===== config.mk =====
export PLATFORM = sky130hd
export DESIGN_NAME = bt_digit_rx_flat
export DESIGN_NICKNAME = d
export VERILOG_FILES = /design/src/rtl/bt_digit_rx_pkg.sv /design/src/rtl/bt_digit_rx_if.sv /design/src/rtl/bt_digit_rx_sync_2ff.sv /design/src/rtl/bt_digit_rx.sv /design/src/flat_wrapper.sv
export SDC_FILE = /design/constraint.sdc
export NUM_CORES = 1
export LEC_CHECK = 0
export CAP_MARGIN = 20
export CORE_ASPECT_RATIO = 0.75
export CORE_MARGIN = 5
export CORE_UTILIZATION = 35
export CTS_CLUSTER_DIAMETER = 100
export DETAILED_ROUTE_END_ITERATION = 6
export PLACE_DENSITY = 0.65
export RECOVER_POWER = 25
export SLEW_MARGIN = 20
export SYNTH_ARGS = -nofsm -noshare
export SYNTH_HDL_FRONTEND = slang
export SYNTH_HIERARCHICAL = 1
export SYNTH_SLANG_ARGS = --single-unit

===== constraint.sdc =====
create_clock -name clk -period 3.52 [get_ports clk]
set_clock_uncertainty 0.15 [all_clocks]
set_input_delay 0.528 -clock clk [delete_from_list [all_inputs] [get_ports clk]]
set_output_delay 0.528 -clock clk [all_outputs]
set_load 0.02 [all_outputs]

===== src/rtl/bt_digit_rx_pkg.sv =====
// Shared types and constants for the Bluetooth UART digit receiver.
package bt_digit_rx_pkg;

  typedef enum logic [2:0] {
    IDLE  = 3'd0,
    START = 3'd1,
    DATA  = 3'd2,
    STOP  = 3'd3,
    BREAK = 3'd4
  } rx_state_e;

  localparam logic [7:0] ASCII_0 = 8'h30;
  localparam logic [7:0] ASCII_9 = 8'h39;

  // 27 MHz system clock, 9600 baud line.
  localparam int DEFAULT_CLKS_PER_BIT = 2812;

  // True for the ASCII characters '0' through '9'.
  function automatic logic is_ascii_digit(input logic [7:0] b);
    return (b >= ASCII_0) && (b <= ASCII_9);
  endfunction

endpackage


===== src/rtl/bt_digit_rx_if.sv =====
// Serial input and decoded-output bundle of the digit receiver.
//
// Handshake: there is no back-pressure. Each *_valid / frame_err strobe is
// high for exactly one clk cycle and the accompanying data (digit, rx_byte)
// is already stable in that cycle and held afterwards until the next strobe.
// byte_valid and frame_err are never high together; digit_valid is only
// ever high together with byte_valid.
interface bt_digit_rx_if;
  import bt_digit_rx_pkg::*;

  logic       rx;
  logic [3:0] digit;
  logic       digit_valid;
  logic [7:0] rx_byte;
  logic       byte_valid;
  logic       frame_err;
  rx_state_e  dbg_state;

  modport master (
    input  rx,
    output digit, digit_valid, rx_byte, byte_valid, frame_err, dbg_state
  );

  modport slave (
    output rx,
    input  digit, digit_valid, rx_byte, byte_valid, frame_err, dbg_state
  );

endinterface


===== src/rtl/bt_digit_rx_sync_2ff.sv =====
// 1-bit two-flop synchronizer; resets to 1 so an idle-high line stays idle.
module sync_2ff (
  input  logic clk,
  input  logic rst,
  input  logic d,
  output logic q
);

  logic meta;

  // Two back-to-back flops give metastability a full cycle to settle.
  always_ff @(posedge clk or posedge rst) begin
    if (rst) begin
      meta <= 1'b1;
      q    <= 1'b1;
    end else begin
      meta <= d;
      q    <= meta;
    end
  end

endmodule


===== src/rtl/bt_digit_rx.sv =====
// UART 8N1 receiver that turns ASCII '0'-'9' into a held 4-bit display digit,
// and also reports every framed byte and stop-bit framing errors.
module bt_digit_rx
  import bt_digit_rx_pkg::*;
#(
  parameter int CLKS_PER_BIT = DEFAULT_CLKS_PER_BIT,
  parameter int HALF_BIT     = (CLKS_PER_BIT - 1) / 2
) (
  input logic           clk,
  input logic           rst,
  bt_digit_rx_if.master bus
);

  localparam int CNT_W = $clog2(CLKS_PER_BIT);
  localparam logic [CNT_W-1:0] CNT_HALF = CNT_W'(HALF_BIT);
  localparam logic [CNT_W-1:0] CNT_LAST = CNT_W'(CLKS_PER_BIT - 1);

  rx_state_e        state;
  rx_state_e        state_nxt;
  logic [CNT_W-1:0] cnt;
  logic [2:0]       bit_idx;
  logic [7:0]       shreg;
  logic             rx_s;

  logic             half_hit;
  logic             bit_end;
  logic             shift_en;
  logic             load_byte;
  logic             load_digit;
  logic             set_err;

  sync_2ff u_sync (
    .clk (clk),
    .rst (rst),
    .d   (bus.rx),
    .q   (rx_s)
  );

  assign half_hit = (cnt == CNT_HALF);
  assign bit_end  = (cnt == CNT_LAST);

  // State register.
  always_ff @(posedge clk or posedge rst) begin
    if (rst) state <= IDLE;
    else     state <= state_nxt;
  end

  // Next-state decision from the synchronized line and the bit timer.
  always_comb begin
    state_nxt = state;
    case (state)
      IDLE:  if (!rx_s) state_nxt = START;
      START: if (half_hit) state_nxt = rx_s ? IDLE : DATA;
      DATA:  if (bit_end && (bit_idx == 3'd7)) state_nxt = STOP;
      STOP:  if (bit_end) state_nxt = rx_s ? IDLE : BREAK;
      BREAK: if (rx_s) state_nxt = IDLE;
      default: state_nxt = IDLE;
    endcase
  end

  // Per-cycle actions implied by the current state and sample point.
  always_comb begin
    shift_en   = (state == DATA) && bit_end;
    load_byte  = (state == STOP) && bit_end && rx_s;
    load_digit = load_byte && is_ascii_digit(shreg);
    set_err    = (state == STOP) && bit_end && !rx_s;
  end

  // Bit timer: restarts on every state change and at the end of each bit;
  // held at zero while idle so it never wraps.
  always_ff @(posedge clk or posedge rst) begin
    if (rst) begin
      cnt <= '0;
    end else if ((state != state_nxt) || (state == IDLE) || bit_end) begin
      cnt <= '0;
    end else begin
      cnt <= cnt + 1'b1;
    end
  end

  // Data bit index and LSB-first shift register.
  always_ff @(posedge clk or posedge rst) begin
    if (rst) begin
      bit_idx <= 3'd0;
      shreg   <= 8'h00;
    end else begin
      if ((state == START) && (state_nxt == DATA)) begin
        bit_idx <= 3'd0;
      end else if (shift_en && (bit_idx != 3'd7)) begin
        bit_idx <= bit_idx + 3'd1;
      end
      if (shift_en) shreg <= {rx_s, shreg[7:1]};
    end
  end

  // Registered outputs: one-cycle strobes plus held byte and digit.
  always_ff @(posedge clk or posedge rst) begin
    if (rst) begin
      bus.rx_byte     <= 8'h00;
      bus.digit       <= 4'd0;
      bus.byte_valid  <= 1'b0;
      bus.digit_valid <= 1'b0;
      bus.frame_err   <= 1'b0;
    end else begin
      bus.byte_valid  <= load_byte;
      bus.digit_valid <= load_digit;
      bus.frame_err   <= set_err;
      if (load_byte)  bus.rx_byte <= shreg;
      if (load_digit) bus.digit   <= shreg[3:0];
    end
  end

  // Debug view of the FSM.
  always_comb begin
    bus.dbg_state = state;
  end

endmodule


===== src/flat_wrapper.sv =====
// flat-port wrapper written by rule: the top's interface ports become plain ports
module bt_digit_rx_flat import bt_digit_rx_pkg::*;
#(
  parameter int CLKS_PER_BIT = DEFAULT_CLKS_PER_BIT,
  parameter int HALF_BIT     = (CLKS_PER_BIT - 1) / 2
)
  (clk, rst, bus_rx, bus_digit, bus_digit_valid, bus_rx_byte, bus_byte_valid, bus_frame_err, bus_dbg_state);
  bt_digit_rx_if bus_i ();
  input logic clk;
  input logic rst;
  input wire logic [$bits(bus_i.rx)-1:0] bus_rx;
  output wire logic [$bits(bus_i.digit)-1:0] bus_digit;
  output wire logic [$bits(bus_i.digit_valid)-1:0] bus_digit_valid;
  output wire logic [$bits(bus_i.rx_byte)-1:0] bus_rx_byte;
  output wire logic [$bits(bus_i.byte_valid)-1:0] bus_byte_valid;
  output wire logic [$bits(bus_i.frame_err)-1:0] bus_frame_err;
  output wire logic [$bits(bus_i.dbg_state)-1:0] bus_dbg_state;
  assign bus_i.rx = bus_rx;
  assign bus_digit = bus_i.digit;
  assign bus_digit_valid = bus_i.digit_valid;
  assign bus_rx_byte = bus_i.rx_byte;
  assign bus_byte_valid = bus_i.byte_valid;
  assign bus_frame_err = bus_i.frame_err;
  assign bus_dbg_state = bus_i.dbg_state;
  bt_digit_rx #(.CLKS_PER_BIT(CLKS_PER_BIT), .HALF_BIT(HALF_BIT)) u_core (.clk(clk), .rst(rst), .bus(bus_i));
endmodule

Word level (Yosys, flattened, before mapping)
Cells that the tools add are included.
W data, S select, Z words.
{ "word_totals": {"reg_bits": 43, "in_bits": 3, "word_cells": 50} }
{ "classes": {"add_sub_neg": 2, "order_cmp": 2, "eq_ne": 10, "n_mux": 11, "n_reduce_logical": 14} }
{ "op_table": {"columns": ["operator", "count"], "rows": [
  ["$mux W3", 8],
  ["$pmux W3 S5", 1],
  ["$add A12 B1 Y12 const B", 1],
  ["$eq A12 B11 Y1 const B", 1],
  ["$eq A12 B12 Y1 const B", 1],
  ["$mux W12", 1],
  ["$eq A3 B2 Y1 const B", 3],
  ["$logic_and A1 B1 Y1", 9],
  ["$ge A8 B6 Y1 const B", 1],
  ["$le A8 B6 Y1 const B", 1],
  ["$eq A3 B3 Y1 const B", 2],
  ["$add A3 B1 Y3 const B", 1],
  ["$eq A3 B1 Y1 const B", 1],
  ["$logic_not A3 Y1", 1],
  ["$ne A3 B3 Y1", 1],
  ["$ne A3 B3 Y1 const B", 1],
  ["$logic_or A1 B1 Y1", 2],
  ["$mux W2", 1],
  ["$reduce_bool A2 Y1", 1],
  ["$logic_not A1 Y1", 1]
]} }

Depth between registers and ports, before layout
Gate-level depths: netlist of run 1.
{ "logic_depth": {"depth_word": 8, "ltp_mapped": 7, "ltp_nobuf": 6} }

Modules after synthesis
The synthesis of run 1 kept the hierarchy.
{ "by_module_without_submodules": {"columns": ["module", "instances", "cells_per_inst", "area_each_um2", "seq_area_each_um2"], "rows": [
  ["bt_digit_rx", 1, 164, 1953.1, 1026.0],
  ["sync_2ff", 1, 3, 56.3, 52.6]
]} }

Least setup slack after synthesis of run 1
Ideal clock, no wire load.
{ "synth_path": {"kind": "reg2reg", "from": "register u_core.cnt[2]", "to": "register u_core.shreg[0]", "setup_ps": 125, "t_arrival_ps": 1925, "required_ps": 3245, "slack_ps": 1320, "stages_incl_launch_ff": 4, "period_less_slack_ps": 2200, "cell_sequence": "dfrtp_1 > or4b_4 > nor4_4 > mux2_2"} }
{ "synth_between": {"elab_chain_len": 2} }
{ "synth_rtl": {"columns": ["element", "line", "text"], "rows": [
  ["from (decl)", "bt_digit_rx.sv:20", "logic [CNT_W-1:0] cnt;"],
  ["from (signal assigned)", "bt_digit_rx.sv:77", "cnt <= cnt + 1'b1;"],
  ["$eq A12 B12 Y1", "bt_digit_rx.sv:40", "assign bit_end = (cnt == CNT_LAST);"],
  ["$logic_and A1 B1 Y1", "bt_digit_rx.sv:63", "shift_en = (state == DATA) && bit_end;"],
  ["to (signal assigned)", "bt_digit_rx.sv:92", "if (shift_en) shreg <= {rx_s, shreg[7:1]};"],
  ["to (decl)", "bt_digit_rx.sv:22", "logic [7:0] shreg;"]
]} }
Every way passes these cells.
A chain may end at the register's enable or synchronous reset.

Worst setup path in the final report of run 1
{ "layout_path": {"from": "register u_core.cnt[0]", "to": "register u_core.bus.digit[0]"} }
{ "layout_between": {"elab_chain_len": 4} }
{ "layout_rtl": {"columns": ["element", "line", "text"], "rows": [
  ["$eq A12 B12 Y1", "bt_digit_rx.sv:40", null],
  ["$logic_and A1 B1 Y1 (2 in series)", "bt_digit_rx.sv:64", "load_byte = (state == STOP) && bit_end && rx_s;"],
  ["$logic_and A1 B1 Y1", "bt_digit_rx.sv:65", "load_digit = load_byte && is_ascii_digit(shreg);"],
  ["to (signal assigned)", "bt_digit_rx.sv:109", "if (load_digit) bus.digit <= shreg[3:0];"],
  ["to (decl)", "bt_digit_rx_if.sv:21", "output digit, digit_valid, rx_byte, byte_valid, frame_err, dbg_state"]
]} }
Every way passes these cells.

==> results.md, run 1 <==
- Endpoints failing setup: 0
- Crit end category: flop
- Max Root-Sink Buffers: 2
- Starting DRT DRC Count: 90
- Routed length on met3: between 150 and 200 um
- Crit-path cells: ha_1, and4_1, nand3_1, nor3_1, mux2_2
- Largest net degree at the start of global routing: 25
- Peak VDD IR: 0.166 mV
- Post_cts resized: 0
- Core footprint: between 5000 and 6000 sq um
- WP buf/inv: 0
- Mapped Area: 2010 sq um
- Synthesized instance count: 167
- Unrepaired setup endpoints after global routing: false
- Root Driver: clkbuf_8
- Clock Sinks: between 40 and 50
- Final ANT Viol Nets: 0
- Yosys warnings: 6
- Number of post-CTS setup repair buffers: 0
- Commonest cells after routing, fill and taps aside: 41 x dfrtp_1, 20 x mux2_2, 18 x clkdlybuf4s50_1, 11 x nor2_1, 10 x nand2_1
- Seq/Total Area, Yosys: between 50% and 60%
- Via count: ~1400
- Core Rows: 23
- Synth Register Bits: 43
- I/O pin cnt: 21
- Horiz. Die Dim: 97.5 um
- Wl on met1: between 2 and 2.5 mm
- Initial antenna violation count: 0
- CTS Hold Buffers Added: 0
- Min Hold Slack: between 0.2 and 0.25 ns
- Die area: 7370 sq um
- Clock-pin slew on the worst setup and hold paths: 0.08 ns
- Chip Height: approximately 76 um
- Worst setup path category: reg2reg
- Period utilization: a little over two thirds
- Area share of the largest cell type after synthesis: ~50%
- Vias in the first global route: ~1300
- CTS tree: yes
- Final wirelength: between 3 and 4 mm
- Port Buffers: 20
- Initial Util: between 30% and 40%
- Nets: 200
- TritonCTS Buffers: 5
- First-pass GRT wire length: around 6.7 mm
- Slowest cell on the critical path: nor3_1
- CP top delay family: simple AND/OR/NAND/NOR gates
- Setup crit start kind: flop
- DP HPWL: 2.82 mm
- Hold Fails Final Rpt: 0
- Area of placed instances: about 2300 sq um
- Class of the worst hold path: reg2reg
- Crit-path max FO: 7
- Commonest non-fill, non-tap cell in the layout: dfrtp_1
- Remaining global-route overflow: 0
- # H-tree levels: 2
- Fin Setup TNS: 0 ns
- Residual DRC: 0
- Status: complete, no violations
- Fmax: 0.407 GHz
- Critical path arrival: about 2.5 ns
- Critical Path RT: around 3.6 ns
- Share of layout cells above drive strength 1: a little over a fifth
- Total GRT Usage: a little under an eighth
- Pleak: between 1 and 1.5 nW
- Relative slew slack: around two fifths
- Yosys cell types: 38
- Slowest cell delay on critical path: approximately 0.66 ns
- Syn_area_per_cell: about 12 sq um
- Worst-Margin Slew: between 0.8 and 0.9 ns
- Fin area: between 2000 and 2500 sq um
- Post-Syn Nets: ~170
- DR top layer: met4
- PD cells: around 340 nW/um^2
- Inserted Diodes: 0
- Drt pass-1 iters: 4
- Via density: between 5 and 6
- Clk_lat worst skew: approximately 0.29 ns
- Gpl congestion: just over 0.8
- Area grow syn2layout: 19.4%
- WL met2: about 1.5 mm
- Synth top area cells: dfrtp_1 51%, mux2_2 11%, a2111oi_0 3.5%, xnor2_1 3.5%, dfstp_2 2.6%
- MaxCap Viol Count: 0
- Slew Limit Fails: 0
- Final min period: 2.46 ns
- Cell taking the most area after synthesis: dfrtp_1
- WL/cell: ~14 um
-- final timing paths --
check | endpoint | cells after the start | start | slack, ns
worst max register to register | u_core/bus.digit[0] | 5 | u_core/cnt[0] | 1.06
min in group asynchronous | u_core/u_sync/q | 2 | rst | 0.56
worst min-delay path | u_core/u_sync/q | 0 | u_core/u_sync/meta | 0.21
worst min register to register | u_core/u_sync/q | 0 | u_core/u_sync/meta | 0.21
max in group asynchronous | u_core/cnt[10] | 3 | rst | 1.82
worst max-delay path | u_core/bus.digit[0] | 5 | u_core/cnt[0] | 1.06
-- synthesized netlist by cell type --
library cell  instances
a31o_2                1
mux2_2               20
nand2_1              10
a2111oi_0             8
nand4_1               4
a21oi_1               1
nor3b_1               3
dfstp_2               2
clkbuf_1              2
and4b_1               1
nor4b_1               1
dfrtp_1              41
or3_4                 1
a211o_4               1
nand2b_1              2
nor4_4                1
and3b_1               1
a31oi_1               1
xnor2_1               8
clkbuf_2              1
inv_1                 5
nand4bb_1             1
o221ai_1              1
ha_1                  4
or4b_4                1
nor4_1                1
a22oi_1               1
mux2i_1               2
o21ai_0               1
nor2_1               11
and4_1                1
or3b_2                2
or4_1                 1
nand3_1               9
a211oi_1              2
buf_2                 3
xor2_1                3
nor3_1                8
-- worst register-to-register path: cells and delay by family, from the launching register on --
| kind | cells | cell delay (ns) |
|---|---|---|
| flip-flops | 1 | 0.47 |
| multiplexers | 1 | 0.41 |
| adder cells (fa/ha/maj) | 1 | 0.32 |
| AND/OR/NAND/NOR | 3 | 1.00 |
-- area by class of cell --
cell class	instances	area (sq um)
well taps	75	93.8
clock inverters	2	12.5
flip-flops and latches	43	1080
fillers	519	3070
inverters	5	18.8
repair buffers	25	238
clock buffers	6	72.6
multi-input cells	113	885
-- per-stage QoR --
| step | cells | setup slack [ns] | utilization, % | power, mW |
|---|---|---|---|---|
| 2_1_floorplan | 167 | 1.32 | - | 0.515 |
| 3_3_place_gp | 261 | 1.10 | 42.3 | 0.523 |
| 3_5_place_dp | 261 | 1.05 | 42.3 | 0.523 |
| 4_1_cts | 269 | 1.05 | 43.9 | 0.826 |
| 5_1_grt | 269 | 0.889 | 43.9 | 0.853 |
| 6_report | 269 | 1.06 | 43.9 | 0.812 |
-- state kept, by name, indices dropped and copies added, names as in the netlist --
signal	count
u_core/bus.byte_valid	1
u_core/bit_idx	3
u_core/bus.frame_err	1
u_core/shreg	8
u_core/cnt	12
u_core/bus.dbg_state	3
u_core/bus.digit_valid	1
u_core/bus.digit	4
u_core/u_sync/meta	1
u_core/bus.rx_byte	8
u_core/u_sync/q	1
-- kinds of logic (layout without fill, tap and decap cells) --
kind of cell / Yosys count / count (layout) / synth area share, %
DFF: 43 / 43 / 53.7
adders and majority gates: 4 / 4 / 2.49
muxes: 22 / 22 / 12.2
xor gates and xnor gates: 11 / 11 / 4.79
and+or+nand+nor: 59 / 59 / 17.4
buffers and inverters: 11 / 38 / 2.30
AOI/OAI and AO/OA: 17 / 17 / 7.16
-- routing by layer --
metal / up-vias / track usage, %
met5: - / 0
met4: 0 / 4.61
met3: 5 / 3.11
met2: 33 / 15.0
met1: 680 / 17.6
li1: 670 / -
-- power by group --
part	internal (mW)	switching, mW	leakage (nW)	total [mW]
clock	0.139	0.162	0.0412	0.301
sequential	0.496	0.00135	0.579	0.497
combinational	0.00386	0.0107	0.402	0.0145
Note: power is estimated with default switching activity, not from simulation.
==> run 2: changes to the inputs <==
--- a/config.mk
+++ b/config.mk
@@ -11,7 +11,7 @@
 export CORE_UTILIZATION = 35
 export CTS_CLUSTER_DIAMETER = 100
 export DETAILED_ROUTE_END_ITERATION = 6
-export PLACE_DENSITY = 0.65
+export PLACE_DENSITY = 0.67
 export RECOVER_POWER = 25
 export SLEW_MARGIN = 20
 export SYNTH_ARGS = -nofsm -noshare
==> constraint.sdc (replaced) <==
create_clock -name clk -period 2.1 [get_ports clk]
set_clock_uncertainty 0.15 [all_clocks]
set_input_delay 0.315 -clock clk [delete_from_list [all_inputs] [get_ports clk]]
set_output_delay 0.315 -clock clk [all_outputs]
set_load 0.02 [all_outputs]
==> results.md, run 2 (synthesis gave the netlist of run 1 again) <==
- Drt pass-1 iters: 4
- Class of the worst hold path: reg2reg
- Critical path arrival: about 2.1 ns
- MaxCap Viol Count: 0
- Via density: a little over 5
- Gpl congestion: approximately 0.85
- Inserted Diodes: 0
- Max reg flops: 12
- Top flop regs: u_core/cnt (12), u_core/bus.rx_byte (8), u_core/shreg (8)
- Commonest cells after routing, fill and taps aside: 40 x dfrtp_1, 24 x buf_4, 19 x mux2_2, 18 x clkdlybuf4s50_1
- Root Driver: clkbuf_8
- Peak VDD IR: around 0.27 mV
- Setup crit start kind: flop
- Fmax: between 0.4 and 0.5 GHz
- Vias in the first global route: ~1400
- Starting DRT DRC Count: 101
- Remaining global-route overflow: 0
- Worst-Margin Slew: about 1 ns
- Clock-pin slew on the worst setup and hold paths: ~0.08 ns
- Hold path startpoint: u_core/u_sync/meta
- Critical Path RT: roughly 2.1 ns
- Horiz. Die Dim: 97.5 um
- I/O pin cnt: 21
- Unrepaired setup endpoints after global routing: true
- Core footprint: 5470 sq um
- Crit-path cells: or4b_4, or3_4, a22oi_2, buf_6, a2111oi_0
- Die area: around 7400 sq um
- Port Buffers: 20
- Biggest register: u_core/cnt
- Relative slew slack: 32.5%
- Residual DRC: 0
- Commonest non-fill, non-tap cell in the layout: dfrtp_1
- Hold Fails Final Rpt: 0
- Final min period: a little over 2 ns
- Max Root-Sink Buffers: 2
- Total GRT Usage: about 12%
- WL/cell: 14.7 um
- Crit-path max FO: 7
- Initial Util: between 30% and 40%
- TritonCTS Buffers: 5
- Worst setup path category: reg2reg
- Chip Height: around 76 um
- DP HPWL: 2.98 mm
- Core Rows: 23
- DP Cell Count: 278
- Fin Setup TNS: 0 ns
- Slowest cell delay on critical path: roughly 0.57 ns
- Largest net degree at the start of global routing: 42
- Status: complete, no violations
- Slowest cell on the critical path: or4b_4
- Area grow syn2layout: 35.2%
- First-pass GRT wire length: between 7 and 8 mm
- Hold EP: u_core/u_sync/q
- Slew Limit Fails: 0
- Final ANT Viol Nets: 0
- CTS tree: yes
- Hold Path Depth: 0
- Clk_lat worst skew: roughly 0.29 ns
- Final Instance Count excl. Fillers: around 290
- Period utilization: around 97%
- Pleak: ~1.2 nW
- Register-to-Register Path Depth: 5
- CTS Hold Buffers Added: 0
- Endpoints failing setup: 0
- Via count: roughly 1500
- # H-tree levels: 2
- Worst R2R End: u_core/cnt[6]
- Initial antenna violation count: 0
- Critical R2R Launch: u_core/cnt[8]
- Nets: ~220
- Crit end category: flop
- Share of layout cells above drive strength 1: between 30% and 40%
- Clock Sinks: between 40 and 50
- PD cells: between 500 and 600 nW/um^2
- Reg-to-reg slack, setup: a little under 0.06 ns
- Final wirelength: between 4 and 5 mm
-- run 2: area by class of cell --
| type | instances | area (sq um) |
|---|---|---|
| Tap cell | 75 | 93.8 |
| Clock inverter | 2 | 60.1 |
| Multi-Input combinational cell | 113 | 965 |
| Timing Repair Buffer | 48 | 428 |
| Fill cell | 476 | 2750 |
| Inverter | 5 | 18.8 |
| Clock buffer | 6 | 72.6 |
| Sequential cell | 43 | 1080 |
-- run 2: how the worst max path moves through the flow --
stage | from | end | cells after the start
2_1_floorplan | u_core/cnt[10] | u_core/shreg[0] | 3
3_3_place_gp | u_core/cnt[10] | u_core/shreg[0] | 4
3_5_place_dp | u_core/cnt[10] | u_core/shreg[5] | 4
4_1_cts | u_core/cnt[2] | u_core/cnt[4] | 6
5_1_grt | u_core/bus.dbg_state[0] | u_core/cnt[4] | 5
6_report | u_core/cnt[8] | u_core/cnt[6] | 5
-- run 2: per-layer routing --
metal / wire length (um) / GRT usage [%] / vias up
li1: - / - / 710
met1: 2210 / 19.0 / 738
met2: 1810 / 15.9 / 30
met3: 196 / 3.11 / 5
met4: 66 / 5.68 / 0
met5: 0 / 0 / -
-- run 2: power by group --
| group | switching, mW | internal, mW |
|---|---|---|
| sequential | 0.00265 | 0.831 |
| clock | 0.269 | 0.475 |
| combinational | 0.0187 | 0.00504 |
-- run 2: per-stage QoR --
stage	setup WS (ns)	utilization [%]	power, mW	hold WS (ns)	cell area, sq um
floorplan	-0.0943	-	0.864	0.0765	2050
global placement	0.0191	45.5	0.875	0.197	2490
detailed placement	-0.00482	45.5	0.875	0.200	2490
CTS	0.000584	48.1	1.63	0.205	2630
global route	-0.00739	49.7	1.67	0.208	2720
finish	0.0594	49.7	1.60	0.204	2720
-- run 2: repair_timing --
item | CTS | global route
setup endpoints to repair | 9 | 22
pin swaps | 2 | 1
gates cloned | 0 | 2
setup buffers | 0 | 4
resized for setup | 2 | 18
-- run 2: worst max-delay path: cells and delay by family, from the launching register on --
kind | cells | cell delay (ns)
AO/OA/AOI/OAI | 2 | 0.29
buffers and inverters | 1 | 0.16
flip-flops | 1 | 0.38
AND/OR/NAND/NOR | 2 | 0.93
